===== config.mk =====
export PLATFORM = sky130hd
export DESIGN_NAME = reg_write_arbiter
export DESIGN_NICKNAME = d
export VERILOG_FILES = /design/src/rtl/reg_write_arbiter.sv
export SDC_FILE = /design/constraint.sdc
export NUM_CORES = 1
export LEC_CHECK = 0
export ABC_CLOCK_PERIOD_IN_PS = 2300
export CAP_MARGIN = 20
export CORE_ASPECT_RATIO = 0.5
export CORE_UTILIZATION = 34
export CTS_CLUSTER_SIZE = 30
export DETAILED_ROUTE_END_ITERATION = 16
export GPL_TIMING_DRIVEN = 1
export PLACE_DENSITY = 0.72
export SLEW_MARGIN = 20
export SYNTH_ARGS = -nofsm -noshare
export SYNTH_HDL_FRONTEND = slang
export SYNTH_SLANG_ARGS = --single-unit

===== constraint.sdc =====
create_clock -name clk -period 2.3 [get_ports clk]
set_clock_uncertainty 0.05 [all_clocks]
set_input_delay 0.46 -clock clk [delete_from_list [all_inputs] [get_ports clk]]
set_output_delay 0.46 -clock clk [all_outputs]
set_load 0.01 [all_outputs]

===== src/rtl/reg_write_arbiter.sv =====
`default_nettype none
// ============================================================================
// Module   : reg_write_arbiter
// Brief    : Round-robin write arbiter for a bank of eight enable registers.
//            Four requesters share one write bus. Each write takes a
//            three-cycle slot: IDLE (arbitrate), GRANT (drive en/data/ack),
//            RECOVER (dead cycle).
// Revision : 1.0 - initial release
// ============================================================================
module reg_write_arbiter #(
    parameter int WIDTH = 8
) (
    input  logic               clk,
    input  logic               clear,
    input  logic [3:0]         req,
    input  logic [11:0]        req_addr,
    input  logic [4*WIDTH-1:0] req_data,
    output logic [7:0]         reg_en,
    output logic [WIDTH-1:0]   wr_data,
    output logic [3:0]         ack,
    output logic [1:0]         grant_id,
    output logic               busy
);

    localparam logic [1:0] S_IDLE    = 2'd0;
    localparam logic [1:0] S_GRANT   = 2'd1;
    localparam logic [1:0] S_RECOVER = 2'd2;

    logic [1:0]       r_state;
    logic [1:0]       r_ptr;

    logic             w_found;
    logic [1:0]       w_win;
    logic [2:0]       w_addr;
    logic [WIDTH-1:0] w_data;

    // Rotating priority search: scan from the farthest offset back to the
    // pointer so the closest set bit to r_ptr is the last (winning) assignment.
    always_comb begin
        w_found = 1'b0;
        w_win   = 2'd0;
        for (int i = 3; i >= 0; i--) begin
            if (req[r_ptr + 2'(i)]) begin
                w_found = 1'b1;
                w_win   = r_ptr + 2'(i);
            end
        end
    end

    // Select the winner's address and data fields from the packed buses.
    always_comb begin
        w_addr = 3'd0;
        w_data = '0;
        case (w_win)
            2'd0: begin
                w_addr = req_addr[2:0];
                w_data = req_data[0*WIDTH +: WIDTH];
            end
            2'd1: begin
                w_addr = req_addr[5:3];
                w_data = req_data[1*WIDTH +: WIDTH];
            end
            2'd2: begin
                w_addr = req_addr[8:6];
                w_data = req_data[2*WIDTH +: WIDTH];
            end
            default: begin
                w_addr = req_addr[11:9];
                w_data = req_data[3*WIDTH +: WIDTH];
            end
        endcase
    end

    // Sequencer: capture the winner on IDLE->GRANT directly into the output
    // registers, so outputs never depend combinationally on req.
    always_ff @(posedge clk) begin
        if (clear) begin
            r_state  <= S_IDLE;
            r_ptr    <= 2'd0;
            reg_en   <= 8'd0;
            wr_data  <= '0;
            ack      <= 4'd0;
            grant_id <= 2'd0;
        end else begin
            case (r_state)
                S_IDLE: begin
                    if (w_found) begin
                        r_state  <= S_GRANT;
                        r_ptr    <= w_win + 2'd1;
                        reg_en   <= 8'd1 << w_addr;
                        wr_data  <= w_data;
                        ack      <= 4'd1 << w_win;
                        grant_id <= w_win;
                    end
                end
                S_GRANT: begin
                    r_state <= S_RECOVER;
                    reg_en  <= 8'd0;
                    wr_data <= '0;
                    ack     <= 4'd0;
                end
                S_RECOVER: begin
                    r_state <= S_IDLE;
                end
                default: begin
                    r_state <= S_IDLE;
                    reg_en  <= 8'd0;
                    wr_data <= '0;
                    ack     <= 4'd0;
                end
            endcase
        end
    end

    // Busy covers the GRANT and RECOVER cycles; derived from the state register.
    assign busy = (r_state != S_IDLE);

endmodule
`default_nettype wire


== Yosys cells after proc, flatten, opt, wreduce, memory -nomap -nowiden ==
Cells that the tools add are included.

* Bits in registers: 26
* Output and inout bits: 23
* Logic and storage cells: 53

* $add $sub $neg: 4
* Magnitude comparators: 4
* Equality and inequality tests: 5
* Shifts and indexed selects: 2
* Mux-type cells: 26
* Bitwise operators: 1
* Reduce and logical (&&, ||, !) cells: 5

{| class="wikitable"
|+ Operators with widths
! operator !! count
|-
| $pmux 8 s2 || 2
|-
| $pmux 8 s3 || 1
|-
| $mux 8 || 2
|-
| $lt 2x3->1 const B || 4
|-
| $mux 2 || 5
|-
| $pmux 3 s3 || 1
|-
| $bmux 1 s2 || 4
|-
| $mux 1 || 8
|-
| $pmux 4 s2 || 1
|-
| $shl 1x3->8 const A || 1
|-
| $add 2x1->2 const B || 2
|-
| $add 2x2->2 const B || 2
|-
| $eq 2x1->1 const B || 2
|-
| $eq 2x2->1 const B || 2
|-
| $logic_not 2->1 || 2
|-
| $mux 4 || 1
|-
| $pmux 2 s2 || 1
|-
| $reduce_and 2->1 || 2
|-
| $shl 1x2->4 const A || 1
|-
| $ne 2x2->1 const B || 1
|-
| $reduce_bool 2->1 || 1
|-
| $not 1->1 || 1
|}

== Depth between registers and ports, before layout ==
Gate-level depths: netlist of the first run.

* Depth after elaboration: 12
* Mapped depth: 10
* Gate-level depth less buffers: 9

== Least setup slack after synthesis of the first run ==
No wires, ideal clock.

* Path type: in2reg
* From: input req[1]
* To: register reg_en[4]
* Setup time: 117 ps
* Arrival time: 2,110 ps
* Required time: 2,133 ps
* Setup slack: 23 ps
* Stages: 9
* Path through: nand2b_1 -> a21oi_1 -> o31ai_1 -> inv_1 -> ha_1 -> buf_2 -> a222oi_1 -> mux2i_1 -> a32o_1

* Word-level cells in the longest chain between the ends: 11
* Elaborated cells on any way between the ends: 25
* Those cells by class: 3 x eq/ne; 1 x shift; 19 x mux; 2 x reduce/logical

{| class="wikitable"
|+ Ends and longest elaborated chain
! element !! line !! text
|-
| start, declared || 15 || <nowiki>input logic [3:0] req,</nowiki>
|-
| $bmux 1 s2 || 43 || <nowiki>if (req[r_ptr + 2'(i)]) begin</nowiki>
|-
| $mux 1 (implied by the code) || 43 ||
|-
| $mux 2 (3 in a row) || 43 ||
|-
| $mux 2 * || 43 ||
|-
| via w_win[1] || 33 || <nowiki>logic [1:0] w_win;</nowiki>
|-
| $eq 2x2->1, or another cell as far along || 54 || <nowiki>case (w_win)</nowiki>
|-
| $pmux 3 s3 * || 54 ||
|-
| $shl 1x3->8 * || 90 || <nowiki>reg_en <= 8'd1 << w_addr;</nowiki>
|-
| $mux 8 * || 87 || <nowiki>if (w_found) begin</nowiki>
|-
| $pmux 8 s2 * || 85 || <nowiki>case (r_state)</nowiki>
|-
| end signal, assigned || 90 ||
|-
| end, declared || 18 || <nowiki>output logic [7:0] reg_en,</nowiki>
|}

The timed path passes the listed nets; every way through them passes the cells marked *. The select of a mux whose other input is x is not followed.
A chain may end at the register's enable or synchronous reset.

== Final worst setup path of the first run ==
* From: input req[0]
* To: register reg_en[1]

The elaborated chain is that of the path after synthesis.

==> results of run 1 <==
[state kept, by name (all words and copies together), names as in the netlist]
signal,flops
ack,4
grant_id,2
r_ptr,2
r_state,2
reg_en,8
wr_data,8
[power breakdown]
group / switching [mW] / internal [mW] / total, mW
registers: 0.0356 / 0.506 / 0.541
logic: 0.281 / 0.352 / 0.633
clock network: 0.146 / 0.153 / 0.299
[worst max-delay path by stage]
| stage | start | end | slack [ps] | cells past startpoint |
|---|---|---|---|---|
| 3_3_place_gp | req[0] | reg_en[0] | -480 | 10 |
| 3_5_place_dp | req[0] | reg_en[1] | -560 | 8 |
| 2_1_floorplan | req[1] | reg_en[4] | 20 | 9 |
| 5_1_grt | req[0] | reg_en[1] | -6 | 9 |
| 4_1_cts | req[0] | reg_en[1] | 10 | 8 |
| 6_report | req[0] | reg_en[1] | 100 | 9 |
[final cells by class]
| class | instances | area [um2] | share of cell area (%) |
|---|---|---|---|
| multi-input cells | 91 | 798 | 34.9 |
| clock buffers | 4 | 55.1 | 2.41 |
| repair buffers | 89 | 832 | 36.4 |
| inverters | 4 | 15.0 | 0.657 |
| well taps | 51 | 63.8 | 2.79 |
| flip-flops and latches | 26 | 522 | 22.8 |
[layout by cell type (no fill, tap or decap), types with 2 or more instances in the layout]
master	netlist	layout
mux2_2	2	2
nor2_1	3	3
a211oi_1	2	2
a22o_1	12	12
o2bb2ai_1	4	4
a21oi_1	4	2
inv_1	4	3
nor2b_1	5	3
ha_4	0	2
nand2_1	13	13
buf_4	0	17
nor3b_1	2	2
o21ai_0	10	9
dfxtp_1	26	25
clkbuf_8	0	4
clkdlybuf4s50_1	0	68
mux2i_1	2	2
a32o_1	4	4
clkbuf_2	0	3
nor2b_2	1	2
nor3_4	2	2
a222oi_1	10	10
ha_2	0	2
[worst max-delay path, cell delays in order]
cell and delay, ps:
clkbuf_2 130, nor2b_4 160, nor2b_1 130, o221a_2 280
inv_2 80, ha_4 170, a222oi_1 380, mux2i_1 240
a32o_1 300
[cells by family after synthesis]
family | Yosys count | share of synthesized area, %
and+or+nand+nor | 30 | 14.7
muxes | 4 | 3.28
adders and majority gates | 5 | 4.82
DFF | 26 | 40.1
buffers and inverters | 12 | 5.11
AOI/OAI and AO/OA | 52 | 32.0
[repair_timing]
item / 4_1_cts / 5_1_grt
gates resized for setup: 19 / 10
pin swaps: 6 / 3
endpoints found under the hold margin: 0 / 0
endpoints found under the setup margin: 16 / 13
[layer usage]
layer  vias to the layer above  GRT usage (%)
met1                       640           21.8
met4                         0           7.94
met5                         -              0
met2                        46           32.7
met3                         4           3.08
li1                        675              -
[through the flow]
step                      power (mW)  setup TNS, ps
after floorplan                0.845              0
after global placement          1.13          -6790
after detailed placement        1.14          -7820
after CTS                       1.47              0
after global routing            1.56          -5.99
final                           1.47              0
==> flow_summary_export.csv, run 1 <==
group,metric,value,unit
outcome,status,"complete, no violations",
hold_path,min-delay-start,"reg_en[2]",
grt,grt_use_total,18.1,%
finish,syn_to_final_growth,76.2,%
clocking,path_clk_slew,90,ps
route,first_iter_violations,68,
critical_path,worstPathRequired,2430,ps
floorplan,die-area,4080,um2
flow_run,maxCapViolCount,0,
route,drc,0,
sta,fmax,0.454,GHz
sta,hold_viol,0,
clocking,htreeDepth,1,
route,drt_first_pass_iters,5,
placement,placed_cells,261,
placement,place_congestion,0.867,
clocking,clk_latency,280,ps
synth,synth_top_area_share,40.1,%
sta,worst_slew_pin_slew,382,ps
floorplan,die_w,89.4,um
synth,synth_nets,184,
critical_path,end_kind,"flip-flop",
synth,avgSynthCellArea,10.1,um2
synth,synthCells,129,
grt,grt_pass1_vias,1268,
grt,grt_pass1_wl,5530,um
clocking,cts_hold_buf,0,
critical_path,crit_fanout,4,
hold_path,hold_depth,1,
floorplan,rows,15,
critical_path,r2r-end,"reg_en[1]",
sta,layout_setup_ws,95.8,ps
hold_path,holdPathEnd,"reg_en[2]",
route,viasPerCell,5.15,
synth,synth_flop_cell,"dfxtp_1",
synth,synthArstFlopShare,0,%
route,highest_layer,"met4",
placement,dpl.hpwl,2880,um
critical_path,startpoint_type,"primary input",
floorplan,dieHeight,45.7,um
clocking,cts_tree,"built",
floorplan,initial_utilization,36.6,%
synth,synth_edf_count,0,
synth,yosysWarnings,0,
sta,drv_slew,0,
clocking,cts-root-buf,"clkbuf_8",
route,wl_met3,244,um
synth,synth_commonest_cells,"dfxtp_1, nand2_1, a22o_1, a222oi_1, o21ai_0",
placement,place_area,2160,um2
synth,netlist_area,1300,um2
synth,synth.most_common_cell,"dfxtp_1",
clocking,cts.sinks,26,
finish,final_cells,265,
finish,layout.cell_area.non_filler,2290,um2
sta,fin_hold_ws,421,ps
route,routedWlPerCell,14.1,um
clocking,post-cts-setup-buffers,0,
route,wl_met1,1540,um
floorplan,core,3550,um2
critical_path,crit_type,"in2reg",
power,ir_drop,0.000338,V
finish,drive_gt1_share,21.5,%
critical_path,timing.rr.start,"r_ptr[0]",
power,powerDensity,645,nW/um2
sta,fin_crit_sh,95.8,%
route,vias,1365,
clocking,ctsLongestPathBuffers,2,
grt,grt_max_degree,17,
hold_path,hold_path.class,"reg2reg",
finish,n_fill_cell,274,
synth,synth_area_leaders,"dfxtp_1, a22o_1, a222oi_1",
placement,post-place-ws,-561,ps
sta,setup_violations,0,
critical_path,reg2reg_depth,8,
grt,overflow,0,
critical_path,r2r_setup_slack,130,ps
grt,antenna_found_initial,0,
sta,min_period,2200,ps
sta,timing.slew.headroom,73.8,%
finish,diodes,0,
synth,ys_seq_elements,26,
synth,ys_types,31,
synth,yosysSeqAreaShare,40.1,%
finish,fin_nets,270,
clocking,cts_made_buffers,3,
route,ant_nets,0,
floorplan,num_io_pins,73,
critical_path,arrival,2330,ps
synth,yosys.area.top_type,"dfxtp_1",
power,p_leak,0.866,nW
route,drt-total-wl,3750,um
placement,port_buffers,72,
finish,utilization,64.4,%
route,dr_wl_met2,1910,um
(Power assumes the default switching activity.)
==> inputs of run 2 (changes only) <==
--- a/config.mk
+++ b/config.mk
@@ -5,7 +5,6 @@
 export SDC_FILE = /design/constraint.sdc
 export NUM_CORES = 1
 export LEC_CHECK = 0
-export ABC_CLOCK_PERIOD_IN_PS = 2300
 export CAP_MARGIN = 20
 export CORE_ASPECT_RATIO = 0.5
 export CORE_UTILIZATION = 34
==> results of run 2 <==
No change in the layout: final DEF, timing and power equal those of run 1.
